$ cat src/rtl/dbus_bridge.sv
// rtl/dbus_bridge.sv - data-bus bridge: memory-stage request to registered req/ack bus transaction
// Optional bus timeout with error pulse enabled by DBUS_TIMEOUT_EN.
module dbus_bridge #(
  parameter int TIMEOUT_CYCLES = 255
) (
  input  logic        clk,
  input  logic        rst,
  input  logic [31:0] mem_address,
  input  logic [31:0] mem_data_o,
  input  logic        mem_rd,
  input  logic        mem_wr,
  input  logic [3:0]  mem_byte_en,
  output logic [31:0] mem_data_i,
  output logic        stall,
  output logic [31:0] bus_address,
  output logic [31:0] bus_data_o,
  output logic [3:0]  bus_byte_en,
  output logic        bus_read,
  output logic        bus_write,
  input  logic [31:0] bus_data_i,
  input  logic        bus_ack,
  output logic        bus_err
);

  typedef enum logic [1:0] {IDLE, BUSY, DONE} state_t;

  state_t state;
  logic   req;

  assign req = mem_rd | mem_wr;

  // DONE releases the pipeline for one cycle even though the request is still held
  assign stall = ~rst & ((state == BUSY) | ((state == IDLE) & req));

`ifdef DBUS_TIMEOUT_EN
  localparam int CNT_W = $clog2(TIMEOUT_CYCLES + 1);
  logic [CNT_W-1:0] cnt;
`else
  assign bus_err = 1'b0;
`endif

  always_ff @(posedge clk) begin
    if (rst) begin
      state       <= IDLE;
      mem_data_i  <= 32'd0;
      bus_address <= 32'd0;
      bus_data_o  <= 32'd0;
      bus_byte_en <= 4'd0;
      bus_read    <= 1'b0;
      bus_write   <= 1'b0;
`ifdef DBUS_TIMEOUT_EN
      bus_err     <= 1'b0;
      cnt         <= '0;
`endif
    end else begin
      case (state)
        IDLE: begin
          if (req) begin
            bus_address <= mem_address;
            bus_data_o  <= mem_data_o;
            bus_byte_en <= mem_byte_en;
            bus_write   <= mem_wr;
            bus_read    <= mem_rd & ~mem_wr;
            state       <= BUSY;
`ifdef DBUS_TIMEOUT_EN
            cnt         <= '0;
`endif
          end
        end
        BUSY: begin
          if (bus_ack) begin
            if (bus_read) mem_data_i <= bus_data_i;
            bus_read  <= 1'b0;
            bus_write <= 1'b0;
            state     <= DONE;
          end
`ifdef DBUS_TIMEOUT_EN
          // cnt counts completed BUSY cycles; this is the last one allowed
          else if (cnt == CNT_W'(TIMEOUT_CYCLES - 1)) begin
            if (bus_read) mem_data_i <= 32'hFFFF_FFFF;
            bus_read  <= 1'b0;
            bus_write <= 1'b0;
            bus_err   <= 1'b1;
            state     <= DONE;
          end else begin
            cnt <= cnt + CNT_W'(1);
          end
`endif
        end
        DONE: begin
          state <= IDLE;
`ifdef DBUS_TIMEOUT_EN
          bus_err <= 1'b0;
`endif
        end
        default: state <= IDLE;
      endcase
    end
  end

endmodule

$ cat config.mk
export PLATFORM = sky130hd
export DESIGN_NAME = dbus_bridge
export DESIGN_NICKNAME = d
export VERILOG_FILES = /design/src/rtl/dbus_bridge.sv
export SDC_FILE = /design/constraint.sdc
export NUM_CORES = 1
export LEC_CHECK = 0
export BUFFER_PORTS_ARGS = -buffer_cell sky130_fd_sc_hd__buf_2
export CAP_MARGIN = 20
export CORE_MARGIN = 5
export CORE_UTILIZATION = 36
export CTS_CLUSTER_SIZE = 28
export DETAILED_ROUTE_END_ITERATION = 12
export PLACE_DENSITY = 0.66
export SLEW_MARGIN = 0
export SYNTH_ARGS = -nofsm -noshare
export SYNTH_HDL_FRONTEND = slang
export SYNTH_SLANG_ARGS = --single-unit
export TNS_END_PERCENT = 1
$ cat constraint.sdc
create_clock -name clk -period 1.6 [get_ports clk]
set_clock_uncertainty 0.2 [all_clocks]
set_input_delay 0.08 -clock clk [delete_from_list [all_inputs] [get_ports clk]]
set_output_delay 0.08 -clock clk [all_outputs]
set_load 0.1 [all_outputs]
==> out/summary.txt <==
Rows -> 38
Type of the worst setup path -> register to register
Req. time, crit path -> 1640 ps
Clk buf depth -> 2
Crit path capture -> bus_data_o[20]
PD cells -> 1050 nW/um^2
Largest net degree at the start of global routing -> 61
Worst path max stage delay -> 380 ps
CP Launch Point -> state[0]
RSZ-0062 raised after global routing -> no
Worst-path clk slew -> 100 ps
Final Cycle Share -> 95.2%
Total number of vias -> 4,566
CP max FO -> 39
Antenna violations before repair -> 0
Min-Delay Path Class -> primary input to register
Chip width -> 115 microns
Synth Flop Type -> dfxtp_1
Pleak -> 2.86 nW
Buf/Inv on CP -> 1
Routability cong. -> 0.771
Worst hold start -> mem_rd
Worst-Skew Late Latency -> 350 ps
DRC violations left -> 0
Async SR Flop Fraction -> 0%
Clock period minus worst slack -> 1520 ps
Worst vdd ir -> 0.000631 V
Number of port buffers -> 207
Pre-Repair DR Iteration Count -> 5
CTS sink count -> 104
Detailed Place HPWL -> 8410 microns
Setup violations, final -> 0
Post-synth EDFFs -> 0
Worst r2r dst -> bus_data_o[20]
Fin nets -> 866
Most numerous cell in the Yosys netlist -> dfxtp_1
Grt ovf -> 0
Yosys top cell area share -> 52.6%
Sequential cell area fraction in the yosys report -> 52.6%
CTS tree -> yes
N_diodes -> 0
Num ports -> 209
Slowest-stage cell, CP -> dfxtp_2
YS warnings -> 0
Number of global-route vias before repair -> 4,365
CP Capture Type -> register
Global-route wire length before repair -> 21,200 microns
Critical path arrival -> 1560 ps
Fillers -> 901
CTS Buf Count -> 9
Startpoint Class -> register
Fmax -> 0.656 GHz
Vias per cell -> 5.05
Fin Hold WS -> 102 ps
Total GRT Usage -> 19.6%
Initial Util -> 36.7%
Outcome -> finished clean
Max Cap Viol -> 0
Routed Antenna Nets -> 0
Final Max Tran Viols -> 0
R2R Path Start -> state[0]
CTS Root Cell -> clkbuf_8
Worst-case reg-to-reg path depth -> 4
Multi-input combinational cell area -> 1620 sq um
Synth-to-Final Area Change -> 62.1%
Top delay family on crit path -> flip-flops
Post-synth cell types -> 28
Layout cells sized above 1 -> 33.7%
Total power -> 0.00671 W
Crit path depth -> 4
Chip height -> 115 microns
Final wirelength -> 13,300 microns
DR WL/cell -> 14.7 microns
Mean Syn Cell Area -> 8.34 sq um
Mapped Nets -> 580
Top cells by count, synth -> 104 x dfxtp_1, 96 x a21oi_1, 68 x nand3_1
Synthesized cell area -> 3960 sq um
Core Area -> 10,800 sq um
Cells taking the most area after synthesis -> dfxtp_1 53%, a21oi_1 12%, nand3_1 8.6%, o21ai_0 7.5%, nand2_1 6.1%
Cell count after synthesis -> 475
Register area -> 2090 sq um
Die area -> 13,200 sq um
Worst R2R Setup Slack -> 80 ps
Final hold vios -> 0
H-tree lvl count -> 3
Cell taking the most area after synthesis -> dfxtp_1
Yosys reg bits -> 104
CP Cell Sequence -> or2_2, buf_12, o21ai_0, a21oi_1
DR iter-0 viols -> 284
==> power breakdown <==
part	switching [W]	internal [W]	total (W)
clock	0.000834	0.000871	0.00170
combinational	0.00161	0.000576	0.00218
sequential	0.0000802	0.00274	0.00282
==> state kept, by name, summed over array words and instances, names as in the netlist <==
register     flops
bus_data_o      32
bus_address     32
mem_data_i      32
bus_write        1
state            2
bus_byte_en      4
bus_read         1
==> worst register-to-register path: stages (launching register included) <==
cell and delay [ps]:
dfxtp_2 380, or2_2 340, buf_12 180, o21ai_0 220, a21oi_1 100
==> layout make-up <==
cell class | instances | area share [%]
clock buffer | 11 | 2.05
clock inverter | 4 | 1.09
inverter | 2 | 0.156
multi-input combinational | 319 | 25.3
sequential | 104 | 32.5
tap | 140 | 2.73
timing repair buffer | 325 | 36.2
==> per-stage QoR <==
stage	util, %	cells	TNS, ps	setup slack [ps]	area [sq um]
6_report	59.5	905	0	76.5	6420
2_1_floorplan	-	475	-153	-6.18	3970
5_1_grt	59.5	905	0	3.93	6420
3_5_place_dp	47.9	786	0	39.9	5170
4_1_cts	59.4	905	0	13.1	6410
3_3_place_gp	47.9	786	0	98.4	5170
==> kinds of logic (layout without fill, tap and decap cells) <==
kind of cell	count (synthesis)	count (layout)	share of synthesized area [%]
other cells	1	1	0.0947
buf+inv	52	342	7.01
simple gates	145	145	16.8
flops	104	104	52.6
compound gates	173	173	23.5
==> layout by cell type (no fill, tap or decap), types with 4 or more instances in the layout <==
master and instances:
dfxtp_1 101, nand2_1 64, clkbuf_8 9, buf_2 205, o21ai_0 56, dlygate4sd3_1 104, a21oi_1 96, o21ai_2 11
nand3_1 68, buf_12 11, buf_4 5, a21oi_2 4
==> metal layers <==
metal / track usage (%) / routed length (microns) / vias up
met5: 0 / 0 / -
met4: 6.34 / 242 / 0
met3: 6.16 / 1340 / 24
met2: 32.9 / 6570 / 231
met1: 23.9 / 5170 / 2108
li1: - / - / 2203
==> how the worst min path moves through the flow <==
stage / to / slack, ps / cells past startpoint
3_3_place_gp: mem_data_i[24] / 120 / 3
6_report: bus_read / 100 / 4
4_1_cts: bus_read / 70 / 4
2_1_floorplan: bus_write / 6 / 1
3_5_place_dp: mem_data_i[18] / 130 / 3
5_1_grt: bus_address[25] / 110 / 5
==> what timing repair did <==
item / CTS / global route
hold buffers: 104 / 0
gates cloned: 0 / 0
buffers inserted: 0 / 0
endpoints found under the setup margin: 1 / 3
pin swaps: 0 / 1
resized for setup: 2 / 6
hold endpoints to repair: 104 / 0
(Power assumes the default switching activity.)
